File: config.mk
export PLATFORM = sky130hd
export DESIGN_NAME = uart_rx_frame
export DESIGN_NICKNAME = d
export VERILOG_FILES = /design/src/rtl/uart_rx_frame.sv
export SDC_FILE = /design/constraint.sdc
export NUM_CORES = 1
export LEC_CHECK = 0
export BUFFER_PORTS_ARGS = -buffer_cell sky130_fd_sc_hd__buf_2
export CORE_ASPECT_RATIO = 1.1
export CORE_MARGIN = 3
export CORE_UTILIZATION = 45
export CTS_BUF_LIST = sky130_fd_sc_hd__clkbuf_16
export DETAILED_ROUTE_END_ITERATION = 10
export PLACE_DENSITY = 0.71
export SYNTH_ARGS = -nofsm -noshare
export SYNTH_HDL_FRONTEND = slang
export SYNTH_SLANG_ARGS = --single-unit
File: constraint.sdc
create_clock -name clk -period 1.85 [get_ports clk]
set_input_delay 0.185 -clock clk [delete_from_list [all_inputs] [get_ports clk]]
set_output_delay 0.185 -clock clk [all_outputs]
set_load 0.01 [all_outputs]
File: src/rtl/uart_rx_frame.sv
// ----------------------------------------------------------------------------
// uart_rx_frame
//
// 8N1-style UART receiver, LSB first, matching the companion transmitter.
// The serial line is oversampled by the system clock. The start bit is
// validated at its midpoint. Each data bit and the stop bit are then sampled
// at their midpoints. A good frame loads uart_rx_data and pulses
// uart_rx_valid for one cycle. A low stop bit pulses uart_rx_frame_err for
// one cycle instead. After an error the receiver does not re-arm until the
// line has returned high, so a break condition produces only one error
// strobe.
//
// CYCLES_PER_BIT (CLK_HZ / BIT_RATE) must be at least 4, and PAYLOAD_BITS at
// least 2.
//
// Ports:
//   clk                system clock, rising edge
//   reset_n            asynchronous active-low reset
//   uart_rx_en         receive enable; gates only the IDLE -> START step
//   uart_rxd           asynchronous serial input, idle high
//   uart_rx_data       last good byte received; held until the next good frame
//   uart_rx_valid      one-cycle strobe: uart_rx_data was just updated
//   uart_rx_frame_err  one-cycle strobe: stop bit was sampled low
//   uart_rx_busy       high in every state except IDLE
// ----------------------------------------------------------------------------
module uart_rx_frame #(
  parameter int CLK_HZ       = 50_000_000,
  parameter int BIT_RATE     = 9600,
  parameter int PAYLOAD_BITS = 8
) (
  input  logic                    clk,
  input  logic                    reset_n,
  input  logic                    uart_rx_en,
  input  logic                    uart_rxd,
  output logic [PAYLOAD_BITS-1:0] uart_rx_data,
  output logic                    uart_rx_valid,
  output logic                    uart_rx_frame_err,
  output logic                    uart_rx_busy
);

  localparam int CYCLES_PER_BIT = CLK_HZ / BIT_RATE;
  localparam int CW = (CYCLES_PER_BIT > 1) ? $clog2(CYCLES_PER_BIT) : 1;
  localparam int BW = (PAYLOAD_BITS > 1) ? $clog2(PAYLOAD_BITS) : 1;

  // Terminal counts: mid start bit, end of a full bit, last payload bit.
  localparam logic [CW-1:0] HALF_LAST = CW'(CYCLES_PER_BIT / 2 - 1);
  localparam logic [CW-1:0] BIT_LAST  = CW'(CYCLES_PER_BIT - 1);
  localparam logic [BW-1:0] PAY_LAST  = BW'(PAYLOAD_BITS - 1);

  typedef enum logic [1:0] {
    IDLE,
    START,
    DATA,
    STOP
  } state_t;

  state_t                  state, state_d;
  logic                    rxd_m, rxd_s;
  logic [CW-1:0]           cycle_cnt, cycle_d;
  logic [BW-1:0]           bit_cnt, bit_d;
  logic [PAYLOAD_BITS-1:0] shift, shift_d;
  logic [PAYLOAD_BITS-1:0] data_d;
  logic                    valid_d, err_d;
  // Set by a framing error; blocks re-arming until the line is seen high.
  logic                    brk_wait, brk_wait_d;

  // Two-flop synchronizer for the asynchronous serial input.
  // NOTE: these flops reset to 1, the idle line level, so leaving reset can
  // never be mistaken for a start bit.
  always_ff @(posedge clk or negedge reset_n) begin
    if (!reset_n) begin
      rxd_m <= 1'b1;
      rxd_s <= 1'b1;
    end else begin
      rxd_m <= uart_rxd;
      rxd_s <= rxd_m;
    end
  end

  // State register.
  // NOTE: sequential state is updated only with non-blocking assignments, so
  // every flop samples the pre-edge values regardless of block ordering.
  always_ff @(posedge clk or negedge reset_n) begin
    if (!reset_n) state <= IDLE;
    else          state <= state_d;
  end

  // Next-state logic and datapath updates.
  // NOTE: every signal driven here is given a default first, so no path can
  // leave a value unassigned and infer a latch.
  always_comb begin
    state_d    = state;
    cycle_d    = cycle_cnt;
    bit_d      = bit_cnt;
    shift_d    = shift;
    data_d     = uart_rx_data;
    valid_d    = 1'b0;
    err_d      = 1'b0;
    brk_wait_d = brk_wait;

    unique case (state)
      IDLE: begin
        cycle_d = '0;
        if (rxd_s) brk_wait_d = 1'b0;
        if (uart_rx_en && !rxd_s && !brk_wait) state_d = START;
      end

      START: begin
        if (cycle_cnt == HALF_LAST) begin
          cycle_d = '0;
          if (!rxd_s) begin
            bit_d   = '0;
            state_d = DATA;
          end else begin
            // Line went back high before mid start bit: treat as a glitch.
            state_d = IDLE;
          end
        end else begin
          cycle_d = cycle_cnt + CW'(1);
        end
      end

      DATA: begin
        if (cycle_cnt == BIT_LAST) begin
          cycle_d = '0;
          // LSB first: shift right, the newest bit enters at the MSB.
          shift_d = {rxd_s, shift[PAYLOAD_BITS-1:1]};
          if (bit_cnt == PAY_LAST) state_d = STOP;
          else                     bit_d   = bit_cnt + BW'(1);
        end else begin
          cycle_d = cycle_cnt + CW'(1);
        end
      end

      STOP: begin
        if (cycle_cnt == BIT_LAST) begin
          cycle_d = '0;
          state_d = IDLE;
          if (rxd_s) begin
            data_d  = shift;
            valid_d = 1'b1;
          end else begin
            err_d      = 1'b1;
            brk_wait_d = 1'b1;
          end
        end else begin
          cycle_d = cycle_cnt + CW'(1);
        end
      end

      default: state_d = IDLE;
    endcase
  end

  // Datapath and registered output strobes.
  always_ff @(posedge clk or negedge reset_n) begin
    if (!reset_n) begin
      cycle_cnt         <= '0;
      bit_cnt           <= '0;
      shift             <= '0;
      uart_rx_data      <= '0;
      uart_rx_valid     <= 1'b0;
      uart_rx_frame_err <= 1'b0;
      brk_wait          <= 1'b0;
    end else begin
      cycle_cnt         <= cycle_d;
      bit_cnt           <= bit_d;
      shift             <= shift_d;
      uart_rx_data      <= data_d;
      uart_rx_valid     <= valid_d;
      uart_rx_frame_err <= err_d;
      brk_wait          <= brk_wait_d;
    end
  end

  assign uart_rx_busy = (state != IDLE);

endmodule
==> flow_metrics.tcl, run 1 <==
set metrics [dict create \
    status "finished clean" \
    synth_cells 145 \
    synth_edf_count 0 \
    fillerInstances 311 \
    dr.pass1.iters 4 \
    port_buffers 14 \
    synthTopCellsByArea "dfrtp_1 (52%), mux2_2 (10%), xnor2_1 (3.9%), nor2_1 (3.3%), dfstp_2 (2.9%)" \
    yosys_most_used_dff "dfrtp_1" \
    worstPathArrival_ps 1940 \
    hpwl_um 2300 \
    overflow 0 \
    cap_violations 0 \
    yosys.area.top_type_share 0.516 \
    tns_ps 0 \
    async_flop_share 1.00 \
    clock.fmax_mhz 560 \
    die_w_um 66.2 \
    cts_made_buffers 5 \
    areaGrowthSynthToFinish_pct 19.9 \
    cts_tree "done" \
    rsz0062_at_grt "yes" \
    synth_top_area_cell "dfrtp_1" \
    worst_pin_slew_ps 819 \
    power.leakage_nw 1.06 \
    grt_pass1_wl_um 5600 \
    grt_max_degree 40 \
    path_clk_slew_ps 50 \
    cts_root_buffer "clkbuf_16" \
    setup_viol 0 \
    syn_nets 152 \
    fp.dieH_um 72.3 \
    clock_sinks 39 \
    htree_num_levels 2 \
    powerDensity_nw_per_um2 1030 \
    worstHoldPathType "in2async" \
    wire_per_inst_um 15.1 \
    yosysMostFrequentCell "dfrtp_1" \
    start_kind "flip-flop" \
    pre_cts_ws_ps 100 \
    ys_seq_area_frac 0.545 \
    totalWireLength_um 3380 \
    path_class "reg2reg" \
    ctsLongestPathBuffers 2 \
    ys_top_cells_by_count "dfrtp_1 (37), mux2_2 (16), nor2_1 (16)" \
    slew_headroom 0.454 \
    final_core_util 0.575 \
    synth-seq-cells 39 \
    yosys_warnings 0 \
    syn_area_um2 1800 \
    drc 0 \
    fin_ws_ps 63.3 \
    min_period_over_period 0.966 \
    holdWs_ps 3.03 \
    syn_area_per_cell_um2 12.4 \
    ioPinCount 15 \
    diodes 0 \
    slew_violations 0 \
    drtIter0Drc 36 \
    grt_pass1_vias 1217 \
    antenna_found_initial 0 \
    finClkSkew_ps 6.29 \
    gr-usage-all-layers 0.155 \
    min_period_ps 1790 \
    core_area_um2 3740 \
    antenna_left 0 \
    initial_core_util 0.480 \
    viasPerCell 5.37 \
    rows 23 \
    hold_viol_final 0 \
    dieArea_um2 4780 \
    dr_total_vias 1203 \
    worstPathRequired_ps 2000 \
    synth_cell_types 37 \
    clk_latency_ps 280 \
    end_kind "flip-flop" \
    finalWeightedCongestion 0.868 \
    nets 180 \
    peakVddDrop_uv 592 \
    cp_max_fo 7 \
    drive_above_1_share 0.351 \
]
metal layers:
layer / global-route usage / wire length, µm
met1: 0.191 / 1420
met2: 0.259 / 1750
met3: 0.0418 / 147
met4: 0.0609 / 60
met5: 0 / 0
critical path: stages (launching register included):
cell,delay (ps)
dfrtp_1,400
ha_1,210
nor4b_2,250
nand4_1,340
a22oi_2,220
buf_4,180
nor2_1,60
sequential cells by signal (all words and copies together), names as in the netlist, named ones only:
register           cells
bit_cnt                3
uart_rx_frame_err      1
uart_rx_valid          1
uart_rx_data           8
rxd_m                  1
brk_wait               1
shift                  8
rxd_s                  1
cycle_cnt             13
state                  1
path summary, 6_finish.rpt:
path / depth (start not counted) / slack [ps] / to / startpoint
hold reg to reg: 0 / 360 / rxd_s / rxd_m
setup / recovery: 6 / 60 / cycle_cnt[12] / cycle_cnt[0]
setup reg to reg: 6 / 60 / cycle_cnt[12] / cycle_cnt[0]
min in group clk: 0 / 360 / rxd_s / rxd_m
max in group asynchronous: 1 / 1330 / cycle_cnt[5] / reset_n
hold / removal: 1 / 3 / shift[5] / reset_n
layout make-up:
class / instances / area (µm²) / area share
flip-flops and latches: 39 / 978 / 0.455
multi-input cells: 97 / 777 / 0.361
repair buffers: 24 / 148 / 0.0686
clock buffers: 5 / 125 / 0.0581
well taps: 50 / 62.6 / 0.0291
clock inverters: 3 / 38.8 / 0.0180
inverters: 6 / 22.5 / 0.0105
power by group:
group / switching [mW] / internal [mW]
clock: 0.316 / 0.628
combinational: 0.160 / 0.141
sequential: 0.0512 / 0.912
total: 0.526 / 1.68
through the flow:
| stage | power, mW | instance area, µm² | std cells |
|---|---|---|---|
| 2_1_floorplan | 1.13 | 1800 | 145 |
| 3_3_place_gp | 1.25 | 1950 | 214 |
| 3_5_place_dp | 1.26 | 1950 | 214 |
| 4_1_cts | 2.21 | 2130 | 223 |
| 5_1_grt | 2.30 | 2150 | 224 |
| 6_report | 2.21 | 2150 | 224 |
layout by cell type, fill, tap and decap left out, types with 2 or more instances in the layout:
cell type	instances
nor2_1	16
buf_2	14
clkbuf_16	5
a22o_1	3
dfstp_2	2
mux2_2	16
nand2_1	5
xor2_1	3
and3_1	2
nor4b_2	2
nand4_1	4
xnor2_1	8
nor2b_1	3
o21ai_0	2
dfrtp_1	37
inv_1	6
nor3_1	4
buf_4	9
ha_1	3
nand3_1	6
and4bb_2	2
repair_timing:
action / CTS / global route
hold buffers: 1 / 0
hold endpoints to repair: 1 / 0
endpoints found under the setup margin: 0 / 14
buffers inserted: 0 / 1
resized for setup: 0 / 3
kinds of logic (layout without fill, tap and decap cells):
logic type,after synthesis,count (layout),synth area share
multiplexers,16,16,0.100
buffers and inverters,9,38,0.0327
XOR/XNOR,11,11,0.0537
AO/OA/AOI/OAI,11,11,0.0488
flip-flops,39,39,0.545
adder cells (fa/ha/maj),3,3,0.0209
AND/OR/NAND/NOR,56,56,0.199
No activity file was read; power rests on OpenSTA's default activity.
==> run 2, diff against run 1 <==
--- a/config.mk
+++ b/config.mk
@@ -12,6 +12,7 @@
 export CTS_BUF_LIST = sky130_fd_sc_hd__clkbuf_16
 export DETAILED_ROUTE_END_ITERATION = 10
 export PLACE_DENSITY = 0.71
+export REMOVE_ABC_BUFFERS = 1
 export SYNTH_ARGS = -nofsm -noshare
 export SYNTH_HDL_FRONTEND = slang
 export SYNTH_SLANG_ARGS = --single-unit
==> run 2 against run 1 <==
Clock skew is 2.3 ps lower. Combinational power is 9.6% lower. Final area is 3.1% lower. Core utilization is 1.8 points lower. Largest power group unchanged. Global-route usage is 1.2 points lower. Register-to-register slack better by 30 ps. Wire length is 9.5% lower. Highest routed layer unchanged.
==> flow_metrics.tcl, run 2 (synthesized netlist as in run 1, its figures left out) <==
set metrics [dict create \
    top_register "cycle_cnt" \
    worstPathArrival_ps 1910 \
    path_class "reg2reg" \
    initial_core_util 0.480 \
    p_total_mw 2.02 \
    grt_pass1_wl_um 5390 \
    peakVddDrop_uv 621 \
    critPathCapture "uart_rx_data[5]" \
    totalWireLength_um 3060 \
    swShare 0.243 \
    antenna_found_initial 0 \
    final_common_cell "dfrtp_1" \
    power_frac_seq 0.482 \
    ioPinCount 15 \
    layout_top_registers "cycle_cnt x13, shift x8, uart_rx_data x8" \
    setup_viol 0 \
    largest_reg_flops 13 \
    slew_violations 0 \
    power.leakage_nw 1.03 \
    drive_above_1_share 0.324 \
    areaGrowthSynthToFinish_pct 16.1 \
    die_w_um 66.2 \
    ctsLongestPathBuffers 2 \
    cts_made_buffers 5 \
    status "finished clean" \
    end_kind "flip-flop" \
    rr_worst_depth 5 \
    wire_per_inst_um 13.9 \
    hpwl_um 2180 \
    fin_ws_ps 90.6 \
    clock.fmax_mhz 568 \
    gr-usage-all-layers 0.144 \
    cts_root_buffer "clkbuf_16" \
    cap_violations 0 \
    clock_sinks 39 \
    slew_headroom 0.448 \
    grt_max_degree 40 \
    r2r_end "uart_rx_data[5]" \
    instances_no_fill 220 \
    clkPwrFrac 0.383 \
    overflow 0 \
    finalWeightedCongestion 0.839 \
    grt_pass1_vias 1198 \
    htree_num_levels 2 \
    worstPathRequired_ps 2000 \
    cp_max_fo 9 \
    rsz0062_at_grt "yes" \
    worst-r2r-setup-slack_ps 90 \
    dr.pass1.iters 5 \
    power_frac_comb 0.135 \
    antenna_left 0 \
    critPathLaunch "cycle_cnt[0]" \
    min_period_ps 1760 \
    nets 176 \
    finClkSkew_ps 4.01 \
    p_sw_mw 0.489 \
    powerDensity_nw_per_um2 967 \
    clk_latency_ps 270 \
    diodes 0 \
    drc 0 \
    cts_tree "done" \
    power.internal_mw 1.53 \
    hold_viol_final 0 \
    viasPerCell 5.30 \
    rows 23 \
    drtIter0Drc 47 \
    pre_cts_ws_ps 83.6 \
    crit-reg2reg-launch "cycle_cnt[0]" \
    placedCellCount 212 \
    dieArea_um2 4780 \
    layout_common_cells "dfrtp_1 (37), mux2_2 (16), nor2_1 (15)" \
    port_buffers 14 \
    start_kind "flip-flop" \
    fp.dieH_um 72.3 \
    ctsHoldBuffers 0 \
    worst_pin_slew_ps 828 \
    worstHoldPathType "in2async" \
    dr_total_vias 1167 \
    core_area_um2 3740 \
    path_clk_slew_ps 50 \
    min_period_over_period 0.951 \
]
-- run 2: changes by cell type in the layout (fill, tap and decap cells not counted), sizes merged --
cell	delta
dlygate4sd3	-1
buf	-3
bufinv	-1
inv	+1
-- run 2: stage by stage --
step                hold slack [ps]  setup TNS, ps  cell area, µm²   util
finish                         10.1              0            2080  0.557
global route                   9.30           -106            2080  0.557
CTS                            8.69              0            2070  0.554
detailed placement              293              0            1940  0.518
global placement                290              0            1940  0.518
floorplan                      -111              0            1760      -
-- run 2: worst max-delay path, cell delays in order (launching register included) --
cell,delay [ps]
dfrtp_1,410
ha_1,230
and4bb_4,270
and3_4,210
nand4_4,200
mux2_2,320
-- run 2: power by group through the flow --
stage                     combinational (mW)  clock, mW  sequential (mW)
after CTS                              0.263      0.789            0.971
final                                  0.272      0.771            0.972
after global routing                   0.304      0.826            0.978
after floorplan                        0.138          0            0.989
after detailed placement               0.261          0            0.986
after global placement                 0.257          0            0.979
-- run 2: cell type report --
type	count	area, µm²
Clock buffer	5	125
Sequential cell	39	978
Tap cell	50	62.6
Clock inverter	3	11.3
Inverter	6	22.5
Timing Repair Buffer	20	115
Multi-Input combinational cell	97	769
Fill cell	311	1660
-- run 2: layer usage --
metal,share of wire,track usage
met1,0.45,0.180
met2,0.50,0.246
met3,0.040,0.0341
met4,0.0091,0.0406
met5,0,0
-- run 2: what timing repair did --
item | 4_1_cts | 5_1_grt
gates resized for setup | 0 | 2
endpoints found under the setup margin | 0 | 15
buffers inserted | 0 | 0
-- run 2: worst min-delay path by stage --
stage	slack, ps	to	from
global placement	290	rxd_m	uart_rxd
CTS	9	rxd_m	uart_rxd
detailed placement	290	rxd_m	uart_rxd
floorplan	-110	async pin	reset_n
finish	10	cycle_cnt[9]	reset_n
global route	9	rxd_m	uart_rxd
